## config.mk

```make
export PLATFORM = sky130hd
export DESIGN_NAME = load_store_unit
export DESIGN_NICKNAME = d
export VERILOG_FILES = /design/src/rtl/load_store_unit_pkg.sv /design/src/rtl/load_store_unit_lane_align.sv /design/src/rtl/load_store_unit.sv
export SDC_FILE = /design/constraint.sdc
export NUM_CORES = 1
export LEC_CHECK = 0
export ABC_AREA = 1
export CORE_ASPECT_RATIO = 1.2
export CORE_MARGIN = 8
export CORE_UTILIZATION = 35
export CTS_CLUSTER_SIZE = 24
export DETAILED_ROUTE_END_ITERATION = 6
export MAX_ROUTING_LAYER = met4
export PLACE_DENSITY = 0.66
export SYNTH_ARGS = -nofsm -noshare
export SYNTH_HDL_FRONTEND = slang
export SYNTH_SLANG_ARGS = --single-unit
```

## constraint.sdc

```tcl
create_clock -name CLK -period 2.5 [get_ports CLK]
set_input_delay 0.625 -clock CLK [delete_from_list [all_inputs] [get_ports CLK]]
set_output_delay 0.625 -clock CLK [all_outputs]
set_load 0.03 [all_outputs]
```

## src/rtl/load_store_unit_pkg.sv

```systemverilog
// Shared definitions for the load/store unit: access-size encodings, FSM
// state encoding, the default timeout and the alignment rule.
package load_store_unit_pkg;

  localparam logic [1:0] SZ_BYTE = 2'd0;
  localparam logic [1:0] SZ_HALF = 2'd1;
  localparam logic [1:0] SZ_WORD = 2'd2;

  localparam int unsigned TIMEOUT_DEFAULT = 16;

  typedef enum logic [1:0] {StIdle, StReq, StDone, StErr} ls_state_e;

  // Size 3 is never legal; halfwords need an even address, words a 4-byte boundary.
  function automatic logic is_misaligned(input logic [1:0] size, input logic [1:0] addr_lo);
    case (size)
      SZ_BYTE: return 1'b0;
      SZ_HALF: return addr_lo[0];
      SZ_WORD: return addr_lo != 2'b00;
      default: return 1'b1;
    endcase
  endfunction

endpackage

```

## src/rtl/load_store_unit_lane_align.sv

```systemverilog
// Lane alignment for the load/store unit (purely combinational).
//   size_i, addr_lo_i : access size and low address bits of the latched request
//   sign_ext_i        : sign-extend narrow loads
//   wdata_i           : right-justified store data
//   mem_rdata_i       : word read from memory
//   be_o              : byte enables, lane k = bits [8k+7:8k]
//   wdata_rep_o       : store data replicated across all lanes
//   rdata_o           : selected load lane, extended to 32 bits
module ls_lane_align
  import load_store_unit_pkg::*;
(
  input  logic [1:0]  size_i,
  input  logic [1:0]  addr_lo_i,
  input  logic        sign_ext_i,
  input  logic [31:0] wdata_i,
  input  logic [31:0] mem_rdata_i,
  output logic [3:0]  be_o,
  output logic [31:0] wdata_rep_o,
  output logic [31:0] rdata_o
);

  logic [7:0]  byte_sel;
  logic [15:0] half_sel;

  // Halfword select only needs addr[1]; addr[0] is zero for any legal halfword.
  assign byte_sel = mem_rdata_i[{addr_lo_i, 3'b000} +: 8];
  assign half_sel = mem_rdata_i[{addr_lo_i[1], 4'b0000} +: 16];

  always_comb begin
    be_o        = 4'b0000;
    wdata_rep_o = wdata_i;
    rdata_o     = mem_rdata_i;
    case (size_i)
      SZ_BYTE: begin
        be_o        = 4'b0001 << addr_lo_i;
        wdata_rep_o = {4{wdata_i[7:0]}};
        rdata_o     = {{24{sign_ext_i & byte_sel[7]}}, byte_sel};
      end
      SZ_HALF: begin
        be_o        = 4'b0011 << addr_lo_i;
        wdata_rep_o = {2{wdata_i[15:0]}};
        rdata_o     = {{16{sign_ext_i & half_sel[15]}}, half_sel};
      end
      SZ_WORD: begin
        be_o = 4'b1111;
      end
      default: begin
        be_o = 4'b0000;
      end
    endcase
  end

endmodule

```

## src/rtl/load_store_unit.sv

```systemverilog
// Load/store unit: memory-access stage between the integer datapath and a
// word-wide data memory with a req/ack handshake.
//   CLK, RESET            : clock, synchronous active-high reset
//   start, we, size,
//   sign_ext, addr, wdata : request from the control unit (sampled in IDLE)
//   busy, done            : status; done pulses once per access
//   misalign, timeout     : error flags, valid with done
//   rdata                 : last successful load result
//   mem_*                 : memory port, driven only while a request is active
module load_store_unit
  import load_store_unit_pkg::*;
#(
  parameter int unsigned TIMEOUT = TIMEOUT_DEFAULT,
  parameter int unsigned CNT_W   = 8
) (
  input  logic        CLK,
  input  logic        RESET,
  input  logic        start,
  input  logic        we,
  input  logic [1:0]  size,
  input  logic        sign_ext,
  input  logic [31:0] addr,
  input  logic [31:0] wdata,
  output logic        busy,
  output logic        done,
  output logic [31:0] rdata,
  output logic        misalign,
  output logic        timeout,
  output logic        mem_req,
  output logic        mem_we,
  output logic [31:0] mem_addr,
  output logic [3:0]  mem_be,
  output logic [31:0] mem_wdata,
  input  logic [31:0] mem_rdata,
  input  logic        mem_ack
);

  ls_state_e        state_q, state_d;
  logic [CNT_W-1:0] cnt_q, cnt_d;
  logic             we_q, we_d;
  logic [1:0]       size_q, size_d;
  logic             sext_q, sext_d;
  logic [31:0]      addr_q, addr_d;
  logic [31:0]      wdata_q, wdata_d;
  logic             misalign_q, misalign_d;
  logic             timeout_q, timeout_d;
  logic [31:0]      rdata_q, rdata_d;

  logic [3:0]  lane_be;
  logic [31:0] lane_wdata;
  logic [31:0] lane_rdata;

  ls_lane_align u_lane_align (
    .size_i      (size_q),
    .addr_lo_i   (addr_q[1:0]),
    .sign_ext_i  (sext_q),
    .wdata_i     (wdata_q),
    .mem_rdata_i (mem_rdata),
    .be_o        (lane_be),
    .wdata_rep_o (lane_wdata),
    .rdata_o     (lane_rdata)
  );

  always_comb begin
    state_d    = state_q;
    cnt_d      = cnt_q;
    we_d       = we_q;
    size_d     = size_q;
    sext_d     = sext_q;
    addr_d     = addr_q;
    wdata_d    = wdata_q;
    misalign_d = misalign_q;
    timeout_d  = timeout_q;
    rdata_d    = rdata_q;
    unique case (state_q)
      StIdle: begin
        misalign_d = 1'b0;
        timeout_d  = 1'b0;
        if (start) begin
          we_d    = we;
          size_d  = size;
          sext_d  = sign_ext;
          addr_d  = addr;
          wdata_d = wdata;
          if (is_misaligned(size, addr[1:0])) begin
            state_d    = StErr;
            misalign_d = 1'b1;
          end else begin
            state_d = StReq;
            cnt_d   = '0;
          end
        end
      end
      StReq: begin
        if (mem_ack) begin
          state_d = StDone;
          if (!we_q) rdata_d = lane_rdata;
        end else if (cnt_q == CNT_W'(TIMEOUT - 1)) begin
          state_d   = StErr;
          timeout_d = 1'b1;
        end else begin
          cnt_d = cnt_q + CNT_W'(1);
        end
      end
      StDone, StErr: state_d = StIdle;
      default:       state_d = StIdle;
    endcase
  end

  always_ff @(posedge CLK) begin
    if (RESET) begin
      state_q    <= StIdle;
      cnt_q      <= '0;
      we_q       <= 1'b0;
      size_q     <= 2'b00;
      sext_q     <= 1'b0;
      addr_q     <= '0;
      wdata_q    <= '0;
      misalign_q <= 1'b0;
      timeout_q  <= 1'b0;
      rdata_q    <= '0;
    end else begin
      state_q    <= state_d;
      cnt_q      <= cnt_d;
      we_q       <= we_d;
      size_q     <= size_d;
      sext_q     <= sext_d;
      addr_q     <= addr_d;
      wdata_q    <= wdata_d;
      misalign_q <= misalign_d;
      timeout_q  <= timeout_d;
      rdata_q    <= rdata_d;
    end
  end

  // Memory-side fields are zeroed outside REQ so the bus is quiet when idle.
  assign busy      = state_q != StIdle;
  assign done      = (state_q == StDone) || (state_q == StErr);
  assign misalign  = (state_q == StErr) && misalign_q;
  assign timeout   = (state_q == StErr) && timeout_q;
  assign mem_req   = state_q == StReq;
  assign mem_we    = mem_req && we_q;
  assign mem_addr  = mem_req ? {addr_q[31:2], 2'b00} : '0;
  assign mem_be    = mem_req ? lane_be : 4'b0000;
  assign mem_wdata = mem_req ? lane_wdata : '0;
  assign rdata     = rdata_q;

endmodule

```

==> run_results.csv, run 1 <==
group,metric,value,unit
power,power.ir.vdd_worst,0.317,mV
setup_path,cp_data_arrival_time,1.77,ns
global_routing,gr-total-overflow,0,
timing,fin_tns_setup,0,ns
logic_synthesis,synth_ff_type,"dfxtp_1",
floorplanning,die_w,131,um
setup_path,crit_chain,"buf_4 -> nor2_2 -> inv_1 -> clkdlybuf4s50_1",
detailed_routing,drc,0,
global_routing,grt_pass1_vias,5598,
setup_path,critPathSlowestCell,"clkdlybuf4s50_1",
setup_path,crit_fanout,4,
detailed_routing,num_vias,5895,
floorplanning,core.rowCount,50,
floorplanning,ioPinCount,210,
timing,rsz0062_at_grt,"false",
finish,num-nets-final,1126,
placed_design,port_buffers,207,
logic_synthesis,synth_cell_types,38,
detailed_routing,first_pass_iters,4,
placed_design,place_congestion,0.821,
floorplanning,dieArea,0.0200,sq mm
cts,cts_made_buffers,9,
logic_synthesis,synth_edf_count,0,
setup_path,criticalPathCategory,"reg2out",
status,outcome,"finished, final reports clean",
placed_design,dpl.hpwl,14.6,mm
timing,maxSlewViolCount,0,
logic_synthesis,synth-seq-cells,112,
flow_run,cap_violations,0,
setup_path,slowest_delay,0.63,ns
setup_path,crit_required,1.88,ns
timing,finalSetupViolCount,0,
timing,finalCriticalPeriod,2.40,ns
timing,fin_skew,0.00747,ns
timing,finalCritPeriodShare,95.9,%
floorplanning,die_y,153,um
finish,layout-drive-gt1-share,8.89,%
logic_synthesis,syn_inst,832,
logic_synthesis,yosysSeqAreaShare,40.7,%
timing,fmax,417,MHz
detailed_routing,routed_wl,19.2,mm
global_routing,grt_max_degree,61,
cts,worstSkewPairLatency,0.36,ns
global_routing,grt_pass1_wl,29.9,mm
logic_synthesis,yosysMostFrequentCell,"nor2_1",
finish,areaGrowthSynthToFinish,45.2,%
logic_synthesis,async_reset_ff_share,0,%
floorplanning,core_area,0.0155,sq mm
cts,htree_levels,3,
logic_synthesis,synth_commonest_cells,"nor2_1 (187), dfxtp_1 (112), o21ai_0 (99), a21oi_1 (98), nand2_1 (97)",
setup_path,cp-end-kind,"primary output",
logic_synthesis,synth.avg_cell_area,6.62,sq um
cts,postCtsHoldBufs,0,
detailed_routing,drt-wirelength-per-cell,15.6,um
cts,cts_tree,"done",
floorplanning,start_util,35.5,%
detailed_routing,ant_nets,0,
cts,path_clk_slew,0.07,ns
global_routing,antenna_found_initial,1,
hold_path,hp-class,"reg2reg",
power,power.density,604,mW/mm^2
global_routing,grt_usage,19.6,%
detailed_routing,via_per_inst,4.78,
logic_synthesis,synth_area_leaders,"dfxtp_1 (41%), nor2_1 (13%), o21ai_0 (9.0%)",
logic_synthesis,syn-cell-area,0.00551,sq mm
logic_synthesis,synth_warnings,0,
timing,holdWs,0.451,ns
setup_path,crit_path_start_kind,"flip-flop",
power,leakage,3.56,nW
cts,clock_path_buffers,2,
cts,cts.sinks,112,
logic_synthesis,synth_top_area_share,40.7,%
cts,clock-root-buffer,"clkbuf_16",
logic_synthesis,synth.largest_area_cell,"dfxtp_1",
timing,hold_violations,0,
detailed_routing,drt-initial-drc-count,377,
## state kept, by name, indices dropped and copies added, names as in the netlist
name        cells
addr_q         32
cnt_q           8
misalign_q      1
rdata          32
sext_q          1
size_q          2
state_q         2
timeout_q       1
wdata_q        32
we_q            1
## through the flow
step	instance area (sq um)	power, mW	setup WS, ns	util (%)	cells
6_report	8000	4.83	0.102	51.6	1233
5_1_grt	8000	5.09	0.00508	51.6	1233
4_1_cts	7980	4.89	0.00122	51.4	1231
3_5_place_dp	7720	3.43	0.128	49.8	1216
3_3_place_gp	7720	3.42	0.159	49.8	1216
2_1_floorplan	5520	2.87	0.118	-	833
## power breakdown
part	switching, mW	internal [mW]	total [mW]
Clock	0.663	0.795	1.46
Combinational	0.824	0.530	1.35
Sequential	0.0781	1.94	2.02
Total	1.57	3.27	4.83
## path summary, 6_finish.rpt
| check | slack (ns) | startpoint | cells after the start | to |
|---|---|---|---|---|
| worst max-delay path | 0.10 | state_q[0]$_SDFFE_PP0P_ | 4 | busy |
| worst min-delay path | 0.45 | addr_q[23]$_SDFFE_PP0P_ | 2 | addr_q[23]$_SDFFE_PP0P_ |
| worst max register to register | 0.71 | state_q[0]$_SDFFE_PP0P_ | 8 | cnt_q[0]$_SDFFE_PP0P_ |
| worst min register to register | 0.45 | addr_q[23]$_SDFFE_PP0P_ | 2 | addr_q[23]$_SDFFE_PP0P_ |
## logic make-up after synthesis
logic type	count (synthesis)	share of synthesized area, %
XOR/XNOR	2	0.318
AO/OA/AOI/OAI	232	21.9
adder cells (fa/ha/maj)	1	0.227
buffers and inverters	143	11.1
other	1	0.0680
AND/OR/NAND/NOR	341	25.7
flip-flops	112	40.7
## critical path, delay by kind of cell (launching register included)
kind,cells,cell delay (ns)
buf+inv,3,0.89
flops,1,0.33
simple gates,1,0.20
## metal layers
metal / global-route usage, % / part of all wire (%) / up-vias / wire length [um]
li1: - / - / 3056 / -
met1: 23.4 / 43 / 2618 / 8280
met2: 30.3 / 46 / 194 / 8900
met3: 5.85 / 8.3 / 27 / 1600
met4: 7.84 / 2.3 / 0 / 450
met5: - / 0 / - / 0
## layout by cell type (no fill, tap or decap), drive strengths merged
master           n
dlygate4sd2     33
and3             1
o211ai           5
clkdlybuf4s15    2
o21ai          114
bufinv           1
nor3b            1
dlymetal6s2s     5
clkinv           3
o22ai            8
inv             84
clkbuf          11
nand3           36
nand2           99
o21bai           2
nand3b           1
xor2             2
a31oi            1
buf             57
or2              1
o21a             3
nor3             7
nand4            4
nor2           191
a221oi           1
diode            1
clkdlybuf4s50  138
ha               1
dfxtp          112
conb             2
a21oi           98
## repair_timing
action | in CTS | in global routing
hold endpoints to repair | 0 | 0
pin swaps | 1 | 1
setup endpoints to repair | 37 | 30
buffers inserted | 1 | 1
gates resized for setup | 35 | 8
## area by class of cell
class | count | area [sq um]
multi-input cells | 578 | 2670
clock inverters | 3 | 43.8
diodes | 1 | 2.50
flip-flops and latches | 112 | 2240
repair buffers | 235 | 2220
clock buffers | 11 | 243
inverters | 85 | 322
fillers | 1638 | 7510
well taps | 208 | 260
Power figures use the tool's default switching activity.
==> run 2, diff against run 1 <==
PLACE_DENSITY = 0.69   (was 0.66)
TNS_END_PERCENT = 5   (was not set)
clock period = 2.02 ns   (was 2.5 ns; I/O delays follow)
==> run 2 against run 1 <==
Compared with the run above: the run now ends with negative setup slack left; via count is 2.9% higher; largest power group unchanged; register-to-register slack worse by 0.47 ns; sequential share of layout area is 1.0 points lower; non-clock buffer count is 12 higher; count of clock-buffer cells in the layout is 2 lower; sequential cell count stayed put; highest routed layer unchanged; worst hold slack better by 0.0015 ns; combinational power is 38% higher.
==> run_results.csv, run 2 (synthesized netlist as in run 1, its figures left out) <==
group,metric,value,unit
status,outcome,"complete, but fails checks",
status,violations,"negative setup slack",
finish,final_common_cell,"nor2_1",
cts,postCtsHoldBufs,0,
cts,clock_path_buffers,2,
floorplanning,start_util,35.5,%
global_routing,grt_usage,19.7,%
timing,finalCritPeriodShare,102,%
cts,cts_tree,"done",
finish,layout-drive-gt1-share,17.0,%
setup_path,crit_fanout,2,
setup_path,crit_family,"simple AND/OR/NAND/NOR gates",
detailed_routing,ant_nets,0,
finish,areaGrowthSynthToFinish,51.3,%
placed_design,dpl.hpwl,14.3,mm
detailed_routing,via_per_inst,4.87,
timing,maxSlewViolCount,0,
power,power.switching,2.06,mW
timing,fin_skew,0.00934,ns
power,leakage,3.54,nW
timing,finalCriticalPeriod,2.07,ns
timing,setup_ws,-0.0494,ns
power,p_clk_share,29.5,%
setup_path,crit_path_start_kind,"flip-flop",
floorplanning,dieArea,0.0200,sq mm
cts,htree_levels,3,
setup_path,crit_chain,"inv_2 -> nor2_4 -> o21ai_2 -> or2_4 -> a21oi_2 -> buf_4 -> buf_12",
setup_path,crit_required,1.51,ns
detailed_routing,routed_wl,19.2,mm
setup_path,criticalPathCategory,"reg2out",
placed_design,port_buffers,207,
cts,worstSkewPairLatency,0.36,ns
global_routing,grt_pass1_vias,5923,
cts,clock-root-buffer,"clkbuf_16",
global_routing,gr-total-overflow,0,
hold_path,hp-class,"reg2reg",
setup_path,critPathSlowestCell,"dfxtp_2",
finish,fillCellCount,1600,
timing,rsz0062_at_grt,"true",
setup_path,crit_cells,7,
floorplanning,core.rowCount,50,
hold_path,hold_depth,2,
setup_path,slowest_delay,0.33,ns
floorplanning,die_y,153,um
finish,final_cell_area,0.00834,sq mm
cts,cts_made_buffers,9,
global_routing,antenna_found_initial,1,
detailed_routing,num_vias,6064,
timing,finalSetupViolCount,3,
detailed_routing,drt-initial-drc-count,526,
timing,hold_violations,0,
power,pwr-share-comb,29.9,%
setup_path,cp_data_arrival_time,1.56,ns
global_routing,grt_max_degree,64,
placed_design,dp_cells,1226,
finish,finalCoreUtilization,53.8,%
setup_path,cp-end-kind,"primary output",
power,power.ir.vdd_worst,0.386,mV
power,intPower,4.14,mW
setup_path,crit_buf_inv,3,
placed_design,place_congestion,0.874,
placed_design,placed_area,0.00780,sq mm
finish,final_cell_mix,"nor2_1 (171), clkdlybuf4s50_1 (135), dfxtp_1 (107)",
setup_path,r2r_cells,11,
detailed_routing,drt-wirelength-per-cell,15.4,um
floorplanning,die_w,131,um
power,power.density,743,mW/mm^2
floorplanning,core_area,0.0155,sq mm
cts,cts.sinks,112,
timing,fin_tns_setup,-0.0694,ns
placed_design,place_ws,0.0221,ns
detailed_routing,first_pass_iters,5,
finish,num-nets-final,1138,
flow_run,cap_violations,0,
finish,fin_cells,1246,
power,swShare,33.2,%
detailed_routing,drc,0,
floorplanning,ioPinCount,210,
cts,path_clk_slew,0.07,ns
power,power_frac_seq,40.6,%
timing,fmax,483,MHz
global_routing,grt_pass1_wl,30.3,mm
run 2: worst register-to-register path: stages, from the launching register on:
cell	delay, ns
dfxtp_2	0.33
buf_4	0.15
inv_4	0.08
nand2_8	0.09
buf_4	0.16
buf_4	0.13
o21ai_1	0.20
nand2_1	0.13
nor2_4	0.22
nand2_1	0.09
nand2_1	0.07
nor2_1	0.04
run 2: per-layer routing:
| layer | share of wire (%) | global-route usage, % | routed length, um | vias up |
|---|---|---|---|---|
| met4 | 2.8 | 8.55 | 531 | 0 |
| met5 | 0 | - | 0 | - |
| met1 | 43 | 23.6 | 8310 | 2742 |
| met3 | 7.0 | 4.21 | 1340 | 31 |
| met2 | 47 | 31.0 | 9010 | 216 |
| li1 | - | - | - | 3075 |
run 2: power groups by stage:
| stage | registers (mW) | clock network, mW | logic [mW] |
|---|---|---|---|
| after floorplan | 2.61 | 0 | 0.947 |
| after detailed placement | 2.56 | 0 | 1.76 |
| after global placement | 2.55 | 0 | 1.74 |
| after global routing | 2.54 | 1.97 | 2.03 |
| final | 2.52 | 1.83 | 1.86 |
| after CTS | 2.51 | 1.86 | 1.81 |
run 2: cell type report:
type	instances	area [sq um]	share of cell area, %
Multi-Input combinational cell	578	2800	33.6
Timing Repair Buffer	247	2390	28.7
Clock buffer	9	225	2.70
Sequential cell	112	2250	27.0
Tap cell	208	260	3.12
Inverter	85	335	4.02
Antenna cell	1	2.50	0.0300
Clock inverter	6	68.8	0.825
run 2: through the flow:
step / hold slack (ns) / total power [mW]
global placement: 0.439 / 4.29
floorplan: 0.430 / 3.56
finish: 0.453 / 6.20
CTS: 0.456 / 6.18
global route: 0.486 / 6.54
detailed placement: 0.445 / 4.31
run 2: path summary, 6_finish.rpt:
path	from	end	slack [ns]
min	addr_q[3]$_SDFFE_PP0P_	addr_q[3]$_SDFFE_PP0P_	0.45
max	state_q[0]$_SDFFE_PP0P_	mem_be[3]	-0.05
min reg2reg	addr_q[3]$_SDFFE_PP0P_	addr_q[3]$_SDFFE_PP0P_	0.45
max reg2reg	state_q[1]$_SDFFE_PP0P_	cnt_q[1]$_SDFFE_PP0P_	0.24
run 2: repair_timing:
item | CTS | global route
setup buffers | 4 | 0
setup endpoints to repair | 68 | 61
gates resized for setup | 27 | 51
hold endpoints to repair | 0 | 0
pin swaps | 1 | 8
==> run 3, diff against run 2 <==
ABC_CLOCK_PERIOD_IN_PS = 2020   (was not set)
CTS_CLUSTER_SIZE = not set   (was 24)
==> results of run 3 <==
Final layout, timing and power as in run 2 (identical DEF).
==> variant (flow settings as in run 3) <==
Encoding of `ls_state_e`: now one-hot (4 bits for 4 states).
--- a/src/rtl/load_store_unit_pkg.sv
+++ b/src/rtl/load_store_unit_pkg.sv
@@ -10,3 +10,3 @@
 
-  typedef enum logic [1:0] {StIdle, StReq, StDone, StErr} ls_state_e;
+  typedef enum logic [3:0] {StIdle = 4'b0001, StReq = 4'b0010, StDone = 4'b0100, StErr = 4'b1000} ls_state_e;
 
Function: no difference found for any inputs over 4 cycles, from zero or initial values and one cycle with RESET high; so few cycles prove little.
==> variant against run 3 <==
Design area increased by 4.9%. Worst setup slack got worse by 0.12 ns. Cell count unchanged. Sequential cell count increased by 2. Routed wire length increased by 4.0%. Count of clock-buffer cells in the layout increased by 13. Register-to-register slack improved by 0.04 ns. Die area increased by 1.2%. Highest routed layer unchanged. Fmax decreased by 5.5%. The flow still finishes with violations (setup timing). Area after synthesis increased by 1.4%. Worst hold slack got worse by 0.0026 ns.
Power is not compared: it rests on default switching activity, and its combinational part moved more than twofold at a synthesized area within 25%.
==> variant: results (changes against run 3) <==
Synth Instances 805 (-3.2%); CTS root buffer clkbuf_16; Yosys cell types 40 (+5.3%); clk_lat worst skew 0.42 ns (+0.06 ns); Max stage delay on crit path 0.34 ns; Comb. pwr between 0.004 and 0.005 W; Worst Setup Slack, final -0.171 ns (-0.121 ns); most frequent cells after synthesis dfxtp_1, a21oi_1, inv_1; FF-to-FF End cnt_q[5]; xor-xnor portion of the synthesized cell area 0.00157 (-0.00161); global-route usage over all layers 0.200 (+0.00298); # port buffers 207 (unchanged); post-synthesis mux area share 0 (unchanged); VDD IR-drop max 0.000549 V; slowest stage cell on the critical path dfxtp_2; R2R cell count 10 (-1); nets 1130 (-0.70%); Min-Delay Path Depth 2 (unchanged); pin count of the biggest net entering global routing 65 (+1.6%); antenna violations before repair 0 (-1); via/cell ratio 4.88 (+0.26%); clock slew seen by the registers of the worst setup and hold paths 0.06 ns; DR WL met3 1.16 mm (-14%); flop2flop setup slack 0.28 ns (+0.04 ns); CTS Buf Count 17 (+8); DR vias 6080 (+0.26%); first-pass GRT wire length 31.6 mm (+4.2%); vias in the first global route 5936 (+0.22%); Flop pwr share 0.307; GP Congestion 0.886 (+1.4%); Leak Pwr ~3.7 nW; placed instance count 1204 (-1.8%); register area share after synthesis 0.408 (+0.00161); status finished, violations left; min-delay src addr_q[3]; WL met2 10.0 mm (+11%); post-synthesis compound-gate area fraction 0.271 (+0.0523); Worst Path Arrival 1.69 ns (+0.13 ns); maximum buffer depth of the clock tree 2 (unchanged); n_diodes 0 (-1); wire per inst 16.0 um (+4.0%); adder-cell area share of the yosys netlist 0.00224 (-0.0000310); hold path endpoint addr_q[3]; H-tree depth 4 (+1); max layer used met4; dominant cells by area after synthesis dfxtp_1, a21oi_1, o21ai_0, inv_1, nor2_1; Yosys warning total 0 (unchanged); DR iter-0 viols 283 (-46%); sw frac 0.391; hpwl dp 14.5 mm (+1.5%); Setup Viol. Count Final 65 (+62); reg-to-reg startpoint state_q[2]; violated checks setup timing; Setup Skew 0.00761 ns (-0.00172 ns); drt first pass iters 5 (unchanged); Fill cells 1504 (-6.0%); met1 WL 8.28 mm (-0.37%); layout cell share with drive strength beyond 1 0.198 (+0.0287); crit-path max FO 58 (+56)
variant: per-stage QoR:
stage               hold WS, ns  instance area, um^2  power, W  TNS [ns]  setup WS, ns
floorplan                 0.429                 5610   0.00551     -2.14        -0.248
global placement          0.439                 7910   0.00685  -0.00927      -0.00927
detailed placement        0.446                 7910   0.00689    -0.300       -0.0292
CTS                       0.455                 8650    0.0101     -4.49        -0.195
global route              0.472                 8750    0.0108     -8.68        -0.235
finish                    0.450                 8750    0.0101     -3.16        -0.171
variant: timing repair:
action / in CTS / in global routing
buffers inserted: 8 / 1
pin swaps: 6 / 4
endpoints found under the setup margin: 69 / 72
cloned: 1 / 0
gates resized for setup: 47 / 26
variant: worst max path at each step:
stage                          start       endpoint  slack, ns  depth (start not counted)
after floorplan           state_q[1]  mem_wdata[25]      -0.25                          6
after global placement       mem_ack      rdata[20]     -0.009                          8
after detailed placement     mem_ack      rdata[20]      -0.03                          8
after CTS                 state_q[1]  mem_wdata[31]      -0.19                          6
after global routing      state_q[1]  mem_wdata[15]      -0.24                          6
final                     state_q[2]  mem_wdata[15]      -0.17                          5
variant: cell type report:
class                      instances  area (um^2)  area share
tap                              208          260      0.0297
inverter                         109          429      0.0490
multi-input combinational        528         2810       0.321
timing repair buffer             254         2390       0.273
sequential                       114         2290       0.262
timing repair inverter             1         7.51    0.000858
clock inverter                    10         82.6     0.00944
clock buffer                      22          484      0.0553
variant: routing by layer:
metal,GRT usage,up-vias
met1,0.221,2778
met3,0.0567,35
met4,0.0844,0
li1,-,3086
met5,-,-
met2,0.332,181
variant: worst max-delay path, delay by kind of cell (launching register included):
kind / cells / cell delay, ns
compound gates: 1 / 0.24
flops: 1 / 0.34
buf+inv: 2 / 0.43
simple gates: 2 / 0.26
